## src/rtl/mcu_frame_pkg.sv

```systemverilog
`default_nettype none
// ============================================================================
//  Module      : mcu_frame_pkg
//  Description : Shared types and constants for the MCU frame transmitter:
//                controller state encoding, serial bit-frame constants and
//                the channel-index width.
//  Revision    : 1.0  initial release
// ============================================================================
package mcu_frame_pkg;

    // Controller states; explicit 3-bit encoding.
    typedef enum logic [2:0] {
        ST_IDLE  = 3'd0,
        ST_GAP   = 3'd1,
        ST_START = 3'd2,
        ST_DATA  = 3'd3,
        ST_STOP  = 3'd4,
        ST_DONE  = 3'd5
    } state_t;

    // Serial bit-frame: one start bit, eight data bits, one stop bit.
    localparam logic c_START_BIT     = 1'b0;
    localparam logic c_STOP_BIT      = 1'b1;
    localparam int   c_BITS_PER_BYTE = 10;

    // Width of the channel index (up to 8 channels).
    localparam int   c_CH_W          = 3;

endpackage : mcu_frame_pkg
`default_nettype wire

```

## src/rtl/mcu_frame_tx_uart.sv

```systemverilog
`default_nettype none
// ============================================================================
//  Module      : uart_byte_tx
//  Description : Single-byte serialiser. A one-cycle go pulse latches the
//                byte and starts a start/8-data/stop frame, each bit held for
//                CLK_DIV cycles, LSB first. fin pulses in the final cycle of
//                the stop bit. txd idles high.
//  Revision    : 1.0  initial release
// ============================================================================
module uart_byte_tx
    import mcu_frame_pkg::*;
#(
    parameter int CLK_DIV = 24
)(
    input  logic       clk,
    input  logic       rst,
    input  logic       go,
    input  logic [7:0] tx_byte,
    output logic       txd,
    output logic       fin
);

    localparam int CW = (CLK_DIV > 1) ? $clog2(CLK_DIV) : 1;

    logic [CW-1:0] r_cnt;
    logic [3:0]    r_bit;     // 0 = start, 1..8 = data, 9 = stop
    logic [8:0]    r_shift;   // remaining data bits followed by the stop bit
    logic          r_active;
    logic          r_txd;

    logic          w_bit_end;
    logic          w_last_bit;

    assign w_bit_end  = r_active && (r_cnt == CW'(CLK_DIV - 1));
    assign w_last_bit = (r_bit == 4'(c_BITS_PER_BYTE - 1));

    // Bit timing and shift register; a new go restarts the frame from the start bit.
    always_ff @(posedge clk or posedge rst) begin
        if (rst) begin
            r_active <= 1'b0;
            r_cnt    <= '0;
            r_bit    <= '0;
            r_shift  <= '0;
            r_txd    <= c_STOP_BIT;
        end else if (go) begin
            r_active <= 1'b1;
            r_cnt    <= '0;
            r_bit    <= '0;
            r_shift  <= {c_STOP_BIT, tx_byte};
            r_txd    <= c_START_BIT;
        end else if (r_active) begin
            if (w_bit_end) begin
                r_cnt <= '0;
                if (w_last_bit) begin
                    r_active <= 1'b0;
                    r_txd    <= c_STOP_BIT;
                end else begin
                    r_txd   <= r_shift[0];
                    r_shift <= {c_STOP_BIT, r_shift[8:1]};
                    r_bit   <= r_bit + 4'd1;
                end
            end else begin
                r_cnt <= r_cnt + 1'b1;
            end
        end
    end

    assign txd = r_txd;
    assign fin = w_bit_end && w_last_bit;

endmodule : uart_byte_tx
`default_nettype wire

```

## src/rtl/mcu_frame_tx.sv

```systemverilog
`default_nettype none
// ============================================================================
//  Module      : mcu_frame_tx
//  Description : Round-robin multi-channel frame transmitter. Grants one
//                requesting channel, snapshots its header/length/payload and
//                sends header plus min(len, MAX_BYTES) payload bytes on a
//                serial line, each byte preceded by GAP_CYC idle-high cycles.
//                Optional feature macro: MCU_FRAME_CHECKSUM_EN appends an XOR
//                checksum byte after the payload.
//  Revision    : 1.0  initial release
// ============================================================================
module mcu_frame_tx
    import mcu_frame_pkg::*;
#(
    parameter int NUM_CH    = 4,
    parameter int MAX_BYTES = 4,
    parameter int CLK_DIV   = 24,
    parameter int GAP_CYC   = 200
)(
    input  logic                        clk,
    input  logic                        rst,
    input  logic [NUM_CH-1:0]           req,
    input  logic [NUM_CH*8-1:0]         hdr,
    input  logic [NUM_CH*5-1:0]         len,
    input  logic [NUM_CH*MAX_BYTES*8-1:0] payload,
    output logic [NUM_CH-1:0]           done,
    output logic                        busy,
    output logic [2:0]                  cur_ch,
    output logic                        txd
);

    localparam int CNT_MAX = (GAP_CYC > 8 * CLK_DIV) ? GAP_CYC : 8 * CLK_DIV;
    localparam int CNT_W   = $clog2(CNT_MAX + 1);

`ifdef MCU_FRAME_CHECKSUM_EN
    localparam logic [4:0] c_EXTRA = 5'd1;
`else
    localparam logic [4:0] c_EXTRA = 5'd0;
`endif

    state_t                   r_state;
    state_t                   w_next;
    logic [CNT_W-1:0]         r_cnt;
    logic [c_CH_W-1:0]        r_cur;
    logic [c_CH_W-1:0]        r_ptr;      // first channel examined at next arbitration
    logic [7:0]               r_hdr;
    logic [MAX_BYTES*8-1:0]   r_pay;
    logic [4:0]               r_idx;      // byte being sent: 0 = header
    logic [4:0]               r_last;     // index of the final byte of the frame

    logic                     w_gnt_vld;
    logic [c_CH_W-1:0]        w_gnt;
    logic [7:0]               w_hdr_g;
    logic [4:0]               w_len_g;
    logic [4:0]               w_len_clip;
    logic [MAX_BYTES*8-1:0]   w_pay_g;
    logic [7:0]               w_byte;
    logic                     w_go;
    logic                     w_fin;

    // Round-robin search starting at r_ptr; the lowest offset with a request wins.
    always_comb begin
        w_gnt_vld = 1'b0;
        w_gnt     = '0;
        for (int i = NUM_CH - 1; i >= 0; i--) begin
            if (req[(int'(r_ptr) + i) % NUM_CH]) begin
                w_gnt_vld = 1'b1;
                w_gnt     = c_CH_W'((int'(r_ptr) + i) % NUM_CH);
            end
        end
    end

    assign w_hdr_g    = hdr[int'(w_gnt) * 8 +: 8];
    assign w_len_g    = len[int'(w_gnt) * 5 +: 5];
    assign w_pay_g    = payload[int'(w_gnt) * MAX_BYTES * 8 +: MAX_BYTES * 8];
    assign w_len_clip = (w_len_g > 5'(MAX_BYTES)) ? 5'(MAX_BYTES) : w_len_g;

    // State register and cycle counter; the counter restarts on every state change.
    always_ff @(posedge clk or posedge rst) begin
        if (rst) begin
            r_state <= ST_IDLE;
            r_cnt   <= '0;
        end else begin
            r_state <= w_next;
            r_cnt   <= (w_next != r_state) ? '0 : r_cnt + 1'b1;
        end
    end

    // Next-state logic; go is issued in the last GAP cycle so the start bit
    // appears exactly as the controller enters START.
    always_comb begin
        w_next = r_state;
        w_go   = 1'b0;
        case (r_state)
            ST_IDLE:  if (w_gnt_vld) w_next = ST_GAP;
            ST_GAP: begin
                if (r_cnt == CNT_W'(GAP_CYC - 1)) begin
                    w_next = ST_START;
                    w_go   = 1'b1;
                end
            end
            ST_START: if (r_cnt == CNT_W'(CLK_DIV - 1))     w_next = ST_DATA;
            ST_DATA:  if (r_cnt == CNT_W'(8 * CLK_DIV - 1)) w_next = ST_STOP;
            ST_STOP:  if (w_fin) w_next = (r_idx == r_last) ? ST_DONE : ST_GAP;
            ST_DONE:  w_next = ST_IDLE;
            default:  w_next = ST_IDLE;
        endcase
    end

    // Grant snapshot, round-robin pointer and byte sequencing.
    always_ff @(posedge clk or posedge rst) begin
        if (rst) begin
            r_cur  <= '0;
            r_ptr  <= '0;
            r_hdr  <= '0;
            r_pay  <= '0;
            r_idx  <= '0;
            r_last <= '0;
        end else if (r_state == ST_IDLE && w_gnt_vld) begin
            r_cur  <= w_gnt;
            r_ptr  <= (int'(w_gnt) == NUM_CH - 1) ? '0 : w_gnt + 1'b1;
            r_hdr  <= w_hdr_g;
            r_pay  <= w_pay_g;
            r_idx  <= '0;
            r_last <= w_len_clip + c_EXTRA;
        end else if (r_state == ST_STOP && w_fin && r_idx != r_last) begin
            r_idx  <= r_idx + 5'd1;
        end
    end

`ifdef MCU_FRAME_CHECKSUM_EN
    logic [7:0] r_csum;

    // Running XOR of every byte handed to the serialiser in this frame.
    always_ff @(posedge clk or posedge rst) begin
        if (rst) begin
            r_csum <= '0;
        end else if (r_state == ST_IDLE && w_gnt_vld) begin
            r_csum <= '0;
        end else if (w_go) begin
            r_csum <= r_csum ^ w_byte;
        end
    end
`endif

    // Select the byte for the current index: header, payload, then checksum.
    always_comb begin
        w_byte = r_hdr;
        for (int k = 0; k < MAX_BYTES; k++) begin
            if (r_idx == 5'(k + 1)) w_byte = r_pay[k * 8 +: 8];
        end
`ifdef MCU_FRAME_CHECKSUM_EN
        if (r_idx != 5'd0 && r_idx == r_last) w_byte = r_csum;
`endif
    end

    uart_byte_tx #(
        .CLK_DIV (CLK_DIV)
    ) u_uart (
        .clk     (clk),
        .rst     (rst),
        .go      (w_go),
        .tx_byte (w_byte),
        .txd     (txd),
        .fin     (w_fin)
    );

    // One-cycle completion pulse on the served channel.
    always_comb begin
        done = '0;
        for (int c = 0; c < NUM_CH; c++) begin
            done[c] = (r_state == ST_DONE) && (int'(r_cur) == c);
        end
    end

    assign busy   = (r_state != ST_IDLE);
    assign cur_ch = r_cur;

endmodule : mcu_frame_tx
`default_nettype wire
```

## config.mk

```make
export PLATFORM = sky130hd
export DESIGN_NAME = mcu_frame_tx
export DESIGN_NICKNAME = d
export VERILOG_FILES = /design/src/rtl/mcu_frame_pkg.sv /design/src/rtl/mcu_frame_tx_uart.sv /design/src/rtl/mcu_frame_tx.sv
export SDC_FILE = /design/constraint.sdc
export NUM_CORES = 1
export LEC_CHECK = 0
export CAP_MARGIN = 10
export CORE_MARGIN = 2
export CORE_UTILIZATION = 34
export CTS_CLUSTER_SIZE = 14
export DETAILED_ROUTE_END_ITERATION = 16
export PLACE_DENSITY_LB_ADDON = 0.08
export SLEW_MARGIN = 20
export SYNTH_ARGS = -nofsm -noshare
export SYNTH_HDL_FRONTEND = slang
export SYNTH_HIERARCHICAL = 1
export SYNTH_SLANG_ARGS = --single-unit
```

## constraint.sdc

```tcl
create_clock -name clk -period 2.57 [get_ports clk]
set_clock_uncertainty 0.1 [all_clocks]
set_input_delay 0.514 -clock clk [delete_from_list [all_inputs] [get_ports clk]]
set_output_delay 0.514 -clock clk [all_outputs]
set_load 0.005 [all_outputs]
```

==> summary.md, run 1 <==
| Metric | Value |
|---|---|
| Peak Freq | between 400 and 500 MHz |
| Cell taking the most area after synthesis | dfrtp_1 |
| Max-slew headroom | 0.484 |
| Nets | 945 |
| Max stage delay on crit path | 0.47 ns |
| XOR/XNOR Fraction of Synth Area | 0.0276 |
| Top_reg_cell synth | dfrtp_1 |
| Clock Path Buffers | 2 |
| Remaining routing DRC violations | 0 |
| Register area | 0.00213 sq mm |
| CTS Root Cell | clkbuf_16 |
| DR iter-0 viols | 290 |
| Core ar. | 0.0165 sq mm |
| Grt total ovfl | 0 |
| Post-Layout Cell Count | between 900 and 1000 |
| Ranking of synthesized cells by area | dfrtp_1 37%, mux2i_1 23%, mux2_2 8.3%, a21oi_1 2.7%, nor2_1 2.3% |
| Worst hold path type | register to register |
| Worst Path Arrival | between 2 and 3 ns |
| Row count | 47 |
| All-Layer GR Usage | 0.179 |
| First-pass GRT wire length | 25300 um |
| Worst setup path category | primary input to register |
| Max Cap Violations | 0 |
| Hold Slack | 0.379 ns |
| Synth cell types | between 50 and 60 |
| TritonCTS buffer count | 9 |
| # IOs | 195 |
| CP dominant cell by count | mux2i_1 |
| Worst r2r src | r_cnt[0] |
| Pwr dens | 464 mW/mm^2 |
| Layout area overhead | 48.0% |
| Setup violations, final | 0 |
| Clock Latency Late Sink | about 0.35 ns |
| Crit-path cells | clkdlybuf4s50_1, mux2i_1, nor2_1, a311oi_4, buf_12, buf_4, mux2i_1, mux2i_1, mux2_2 |
| R2r endpoint | u_uart/r_shift[5] |
| Worst path required time | 2.70 ns |
| CP startpoint | req[0] |
| Clock slew at reported path FFs | 0.06 ns |
| Vias/cell | around 5 |
| Number of enable flip-flop cells after synthesis | 0 |
| Post-synth top area share | 0.368 |
| Netlist Area Pre-Place | roughly 0.0057 sq mm |
| Layout cell share with drive strength beyond 1 | 0.149 |
| Syn nets | 736 |
| Synth Area in Adders | 0.0175 |
| Final hold violations | 0 |
| Crit path capture type | register |
| Worst-Margin Slew | just under 0.8 ns |
| Clock sinks | 85 |
| Final Util | 0.512 |
| Worst Setup EP | r_pay[16] |
| Largest net degree at the start of global routing | 35 |
| CTS tree | done |
| Final slew viol count | 0 |
| H-tree levels | 3 |
| Reg2Reg Setup Slack | 0.24 ns |
| Global placement routability congestion | 0.774 |
| Dpl cells | 960 |
| Min Tclk post-route | 2.40 ns |
| Initial antenna violation count | 0 |
| Routed vias | 4868 |
| Yosys reg bits | 85 |
| Detail Route Antenna Nets | 0 |
| Peak supply drop | 350 uV |
| Total chip power | 3920 uW |
| N_diodes | 0 |
| Largest family of logic cells by synthesized area | multiplexers |
| Max Fanout on Critical Path | 13 |
| Yosys synthesis warning count | 6 |
| Simple-gate area share of the yosys netlist | 0.105 |
| Vias in the first global route | 5097 |
| Type of origin of the critical path | primary input |
| Post-DP HPWL | between 10000 and 15000 um |
| Seq/Total Area, Yosys | 0.372 |
| Drt total wl | between 15000 and 20000 um |
| Die height | 134 um |
| IO Port Bufs | 193 |
| Fillcell total | ~1500 |
| Mux cell area share after synthesis | 0.324 |
| Mean post-synth cell area | 10.5 sq um |
| Leakage dissipation | roughly 0.0036 uW |
| R2R depth | 7 |
| Wire per inst | about 16 um |
| TritonRoute pass-1 iters | 4 |
| Post-Synthesis Cells | 542 |
| Status | complete, no violations |
| Async S/R FF share, synth | 1.00 |
| Initial Util | 0.346 |
| Die Width | roughly 130 um |
| CP max-delay cell | clkdlybuf4s50_1 |
| Area of the multi-input gates | 0.00332 sq mm |
| Die area | 0.0179 sq mm |
| RSZ-0062 raised after global routing | false |
| Complex-gate fraction of the synthesized area | 0.101 |
| Tcrit/Tclk final | 0.936 |
==> cell type report <==
cell class                      count  area share
Sequential cell                    85       0.252
Multi-Input combinational cell    408       0.393
Tap cell                          220      0.0325
Clock buffer                       12      0.0291
Clock inverter                      4     0.00858
Timing Repair Buffer              237       0.281
Inverter                           10     0.00444
==> what timing repair did <==
action | in CTS | in global routing
gates resized for setup | 1 | 2
setup buffers | 0 | 0
hold buffers | 0 | 0
setup endpoints to repair | 1 | 3
==> per-layer routing <==
layer / track usage / routed length, um
met5: 0 / 0
met4: 0.0626 / 255
met3: 0.0247 / 676
met2: 0.313 / 7730
met1: 0.226 / 6600
==> worst max-delay path, delay by kind of cell <==
| kind | cells | cell delay [ns] |
|---|---|---|
| buf+inv | 3 | 0.85 |
| simple gates | 1 | 0.09 |
| mux | 4 | 0.81 |
| compound gates | 1 | 0.27 |
==> sequential cells by signal, summed over array words and instances, names as in the netlist, 2 cells and up <==
| register | flops |
|---|---|
| r_ptr | 2 |
| r_last | 5 |
| r_idx | 5 |
| u_uart/r_cnt | 5 |
| r_hdr | 8 |
| u_uart/r_bit | 4 |
| cur_ch | 2 |
| u_uart/r_shift | 9 |
| r_pay | 32 |
| r_state | 3 |
| r_cnt | 8 |
==> layout by cell type, fill, tap and decap left out, types with 3 or more instances in the layout <==
cell type | Yosys | final
xor2_1 | 11 | 11
dfrtp_1 | 84 | 82
mux2_2 | 42 | 42
nor2_1 | 35 | 34
o21ai_1 | 11 | 11
buf_12 | 3 | 9
a211oi_1 | 10 | 10
clkdlybuf4s50_1 | 0 | 193
a41oi_1 | 8 | 8
inv_1 | 10 | 9
o31ai_1 | 11 | 11
nor2b_1 | 15 | 15
nand2_1 | 23 | 23
a21oi_1 | 31 | 31
xnor2_1 | 7 | 7
buf_4 | 7 | 35
nand3_1 | 6 | 6
nand2b_1 | 3 | 3
nand4_1 | 4 | 4
nor3_1 | 11 | 10
ha_1 | 8 | 8
clkbuf_16 | 0 | 9
and3_1 | 3 | 3
mux2i_1 | 132 | 132
==> power by group <==
part	internal (uW)	leakage, uW	switching [uW]
Combinational	648	0.00242	387
Sequential	1420	0.00106	63.5
Clock	877	0.000153	521
==> metrics by stage <==
step / setup slack (ns) / setup TNS, ns / instance area, sq um
finish: 0.166 / 0 / 8460
global route: 0.0385 / 0 / 8460
CTS: 0.0992 / 0 / 8460
detailed placement: -0.204 / -5.14 / 8130
global placement: -0.149 / -2.88 / 8130
floorplan: 0.289 / 0 / 5720
==> worst min path at each step <==
stage,from,end,slack [ns],cells past startpoint
after floorplan,u_uart/r_shift[8],u_uart/r_shift[8],0.34,1
after global placement,u_uart/r_shift[8],u_uart/r_shift[8],0.36,1
after detailed placement,u_uart/r_shift[8],u_uart/r_shift[8],0.36,1
after CTS,u_uart/r_shift[8],u_uart/r_shift[8],0.38,1
after global routing,r_cnt[0],r_cnt[0],0.41,1
final,u_uart/r_shift[8],u_uart/r_shift[8],0.38,1
==> cell usage after synthesis, types with 2 or more instances <==
cell	n
xor2_1	11
buf_4	7
nand2_1	23
and3_1	3
o21ai_1	11
and3b_1	2
nand4_1	4
a21oi_1	31
mux2i_1	132
buf_2	12
clkbuf_1	14
nor4_1	3
a211oi_1	10
mux4_2	2
a211o_1	2
nor2_1	35
o31ai_1	11
nand2b_1	3
a41oi_1	8
nor2b_1	15
nand3_1	6
buf_12	3
xnor2_1	7
dfrtp_1	84
a31oi_1	2
and2_1	2
ha_1	8
or4_1	2
nor3_1	11
inv_1	10
nand3b_1	2
a31o_1	2
buf_8	2
mux2_2	42
or3_1	2
==> kinds of logic after synthesis <==
| family | after synthesis |
|---|---|
| AOI/OAI and AO/OA | 86 |
| muxes | 177 |
| xor gates and xnor gates | 18 |
| buffers and inverters | 49 |
| other | 1 |
| and+or+nand+nor | 118 |
| adders and majority gates | 8 |
| DFF | 85 |
Power figures use the tool's default switching activity.
==> run 2, diff against run 1 <==
--- a/config.mk
+++ b/config.mk
@@ -5,6 +5,7 @@
 export SDC_FILE = /design/constraint.sdc
 export NUM_CORES = 1
 export LEC_CHECK = 0
+export ABC_AREA = 1
 export CAP_MARGIN = 10
 export CORE_MARGIN = 2
 export CORE_UTILIZATION = 34
==> run 2 against run 1 <==
Compared with the run above:
- die area increased by 5.0%
- synthesized cell count increased by 64%
- routed wire length is 22% higher
- design area is 2.3% higher
- flip-flop and latch count did not move
- combinational power down 39%
- first-iteration DRC count up 32%
- critical path type is now register to output pin
- critical endpoint is now done[1]
- highest routed layer unchanged
==> summary.md, run 2 <==
| Metric | Value |
|---|---|
| Worst hold path type | register to register |
| Post-DP HPWL | 14400 um (+18%) |
| Remaining routing DRC violations | 0 (unchanged) |
| Top_reg_cell synth | dfrtp_1 |
| Setup Buffers After CTS | 0 (unchanged) |
| Layout area overhead | 44.0% |
| R2r endpoint | r_idx[4] |
| Worst Path Arrival | 1.81 ns (-0.72 ns) |
| Row count | 48 (+2.1%) |
| Seq/Total Area, Yosys | 0.354 (-0.0181) |
| H-tree levels | 3 (unchanged) |
| Die area | 0.0188 sq mm (+5.0%) |
| Max stage delay on crit path | 0.53 ns (+0.06 ns) |
| Pwr dens | 404 mW/mm^2 (-13%) |
| Initial Util | 0.347 (+0.00149) |
| Grt total ovfl | 0 (unchanged) |
| Leakage dissipation | 0.00433 uW (+19%) |
| Final hold violations | 0 (unchanged) |
| Count leader, synth | nand2_1 |
| Layout cell share with drive strength beyond 1 | 0.0699 (-0.0796) |
| Sw Pwr | 816 uW (-16%) |
| Largest registers | r_pay x32, u_uart/r_shift x9 |
| Number of enable flip-flop cells after synthesis | 0 (unchanged) |
| Status | complete, no violations |
| Max-slew headroom | 0.628 (+0.144) |
| Max Cap Violations | 0 (unchanged) |
| CP startpoint | r_state[1] |
| Routed vias | 6282 (+29%) |
| Worst r2r src | u_uart/r_cnt[0] |
| Met3 usage | 0.0307 (+0.00601) |
| Setup violations, final | 0 (unchanged) |
| IO Port Bufs | 193 (unchanged) |
| Switching Share | 0.233 (-0.0147) |
| Routing usage on met1 | 0.282 (+0.0552) |
| Cell taking the most area after synthesis | dfrtp_1 |
| Min Tclk post-route | 2.42 ns (+0.0194 ns) |
| Worst Setup EP | done[1] |
| Ranking of synthesized cells by area | dfrtp_1 35%, nand2_1 18%, a21oi_1 7.4%, o211ai_1 6.0%, inv_1 5.7% |
| Met2 GRT Util | 0.318 (+0.00485) |
| RSZ-0062 raised after global routing | false |
| All-Layer GR Usage | 0.201 (+0.0219) |
| Worst-Margin Slew | 0.556 ns (-0.216 ns) |
| GRT busiest layer | met2 |
| Netlist Area Pre-Place | 0.00601 sq mm (+5.1%) |
| Vias in the first global route | 5941 (+17%) |
| Worst path required time | 1.96 ns (-0.74 ns) |
| Async S/R FF share, synth | 1.00 (unchanged) |
| Peak Freq | 413 MHz (-0.80%) |
| Max Fanout on Critical Path | 5 (-8) |
| Hold Slack | 0.366 ns (-0.0126 ns) |
| Synth cell types | 35 (-34%) |
| Clock Latency Late Sink | 0.35 ns (about the same) |
| Commonest cells after routing, fill and taps aside | 293 x nand2_1, 193 x clkdlybuf4s50_1, 91 x inv_1 |
| Global placement routability congestion | 0.819 (+5.8%) |
| Area of the multi-input gates | 0.00319 sq mm (-4.0%) |
| First-pass GRT wire length | 29500 um (+17%) |
| Post-Synthesis Cells | 890 (+64%) |
| Clock Path Buffers | 2 (unchanged) |
| Register area | 0.00213 sq mm (about the same) |
| Total chip power | 3500 uW (-11%) |
| Int Power | 2680 uW (-9.1%) |
| Drt total wl | 18600 um (+22%) |
| Type of origin of the critical path | register |
| Synth top cells by count | 293 x nand2_1, 92 x inv_1, 89 x a21oi_1, 89 x nor2_1, 84 x dfrtp_1 |
| Leading cell type in the layout, fill and taps excluded | nand2_1 |
| Reg power frac | 0.382 (+0.002) |
| Yosys reg bits | 85 (unchanged) |
| DR iter-0 viols | 382 (+32%) |
| Syn nets | 1084 (+47%) |
| Tcrit/Tclk final | 0.943 (+0.00754) |
| Peak supply drop | 345 uV (-1.3%) |
| Clock slew at reported path FFs | 0.07 ns (about the same) |
| CP max-delay cell | clkdlybuf4s50_1 |
| Final slew viol count | 0 (unchanged) |
| Fillcell total | 1768 (+18%) |
| Initial antenna violation count | 0 (unchanged) |
| Wire per inst | 14.2 um (-9.4%) |
| R2R depth | 12 (+5) |
| Worst setup path category | register to output pin |
| CTS Root Cell | clkbuf_16 |
| Die Width | 137 um (+2.5%) |
| N_diodes | 0 (unchanged) |
| Vias/cell | 4.79 (-4.0%) |
| Crit-path cells | inv_1, nand3_1, nor3_1, clkdlybuf4s50_1 |
| CTS tree | done |
| TritonCTS buffer count | 9 (unchanged) |
| Reg2Reg Setup Slack | 0.28 ns (+0.04 ns) |
| CTS Hold Buffers Added | 0 (unchanged) |
| Largest net degree at the start of global routing | 60 (+71%) |
| Die height | 137 um (+2.5%) |
| Nets | 1276 (+35%) |
| Core ar. | 0.0173 sq mm (+4.7%) |
| Yosys synthesis warning count | 6 (unchanged) |
| Clock sinks | 85 (unchanged) |
| Clock Power Share | 0.436 (+0.080) |
| Mean post-synth cell area | 6.75 sq um (-36%) |
| TritonRoute pass-1 iters | 5 (+1) |
| Largest Register | r_pay |
| Crit path capture type | output pin |
| Post-synth top area share | 0.350 (-0.0179) |
| Share of total power in combinational logic | 0.181 (-0.083) |
| # IOs | 195 (unchanged) |
| Detail Route Antenna Nets | 0 (unchanged) |
| Post-CTS Resized | 0 (-1) |
| Largest register FFs | 32 (unchanged) |
[run 2: power by group through the flow]
stage	logic, uW	registers (uW)	clock network (uW)
2_1_floorplan	262	1360	0
3_3_place_gp	644	1360	0
3_5_place_dp	644	1360	0
4_1_cts	645	1340	1560
5_1_grt	699	1340	1610
6_report	635	1340	1530
[run 2: critical path, delay by kind of cell, from the launching register on]
family | cells | cell delay (ns)
buffers and inverters | 2 | 0.65
flip-flops | 1 | 0.42
AND/OR/NAND/NOR | 2 | 0.39
[run 2: cells by family after synthesis]
logic type | share of synthesized area
and+or+nand+nor | 0.335
AOI/OAI and AO/OA | 0.162
buffers and inverters | 0.116
DFF | 0.354
xor gates and xnor gates | 0.0146
adders and majority gates | 0.0167
other | 0.000624
[run 2: stage by stage]
step	setup TNS, ns	cells	area [sq um]	util	worst slack [ns]
finish	0	1312	8660	0.500	0.146
floorplan	0	890	6010	-	0.330
global placement	-0.0714	1296	8310	0.480	-0.0688
CTS	0	1312	8650	0.500	0.110
detailed placement	-0.296	1296	8310	0.480	-0.133
global route	0	1312	8660	0.500	0.000784
[run 2: final cells by class]
class,instances,area share
Tap cell,225,0.0325
Inverter,99,0.0429
Multi-Input combinational cell,662,0.368
Clock inverter,6,0.0127
Clock buffer,10,0.0276
Timing Repair Buffer,225,0.270
Sequential cell,85,0.246
[run 2: how the worst min path moves through the flow]
stage                    start    endpoint  slack, ns  cells past startpoint
floorplan             r_cnt[0]    r_cnt[0]       0.33                      1
global placement    u_uart/txd  u_uart/txd       0.35                      2
detailed placement  u_uart/txd  u_uart/txd       0.36                      2
CTS                 u_uart/txd  u_uart/txd       0.37                      2
global route        u_uart/txd  u_uart/txd       0.40                      2
finish              u_uart/txd  u_uart/txd       0.37                      2
[run 2: metal layers]
metal | share of wire | vias up
met5 | 0 | -
met4 | 0.015 | 0
met3 | 0.048 | 18
met2 | 0.46 | 176
met1 | 0.48 | 2828
li1 | - | 3260
==> run 3, diff against run 2 <==
--- a/config.mk
+++ b/config.mk
@@ -9,7 +9,6 @@
 export CAP_MARGIN = 10
 export CORE_MARGIN = 2
 export CORE_UTILIZATION = 34
-export CTS_CLUSTER_SIZE = 14
 export DETAILED_ROUTE_END_ITERATION = 16
 export PLACE_DENSITY_LB_ADDON = 0.08
 export SLEW_MARGIN = 20
==> results of run 3 <==
No change in the layout: final DEF, timing and power equal those of run 2.
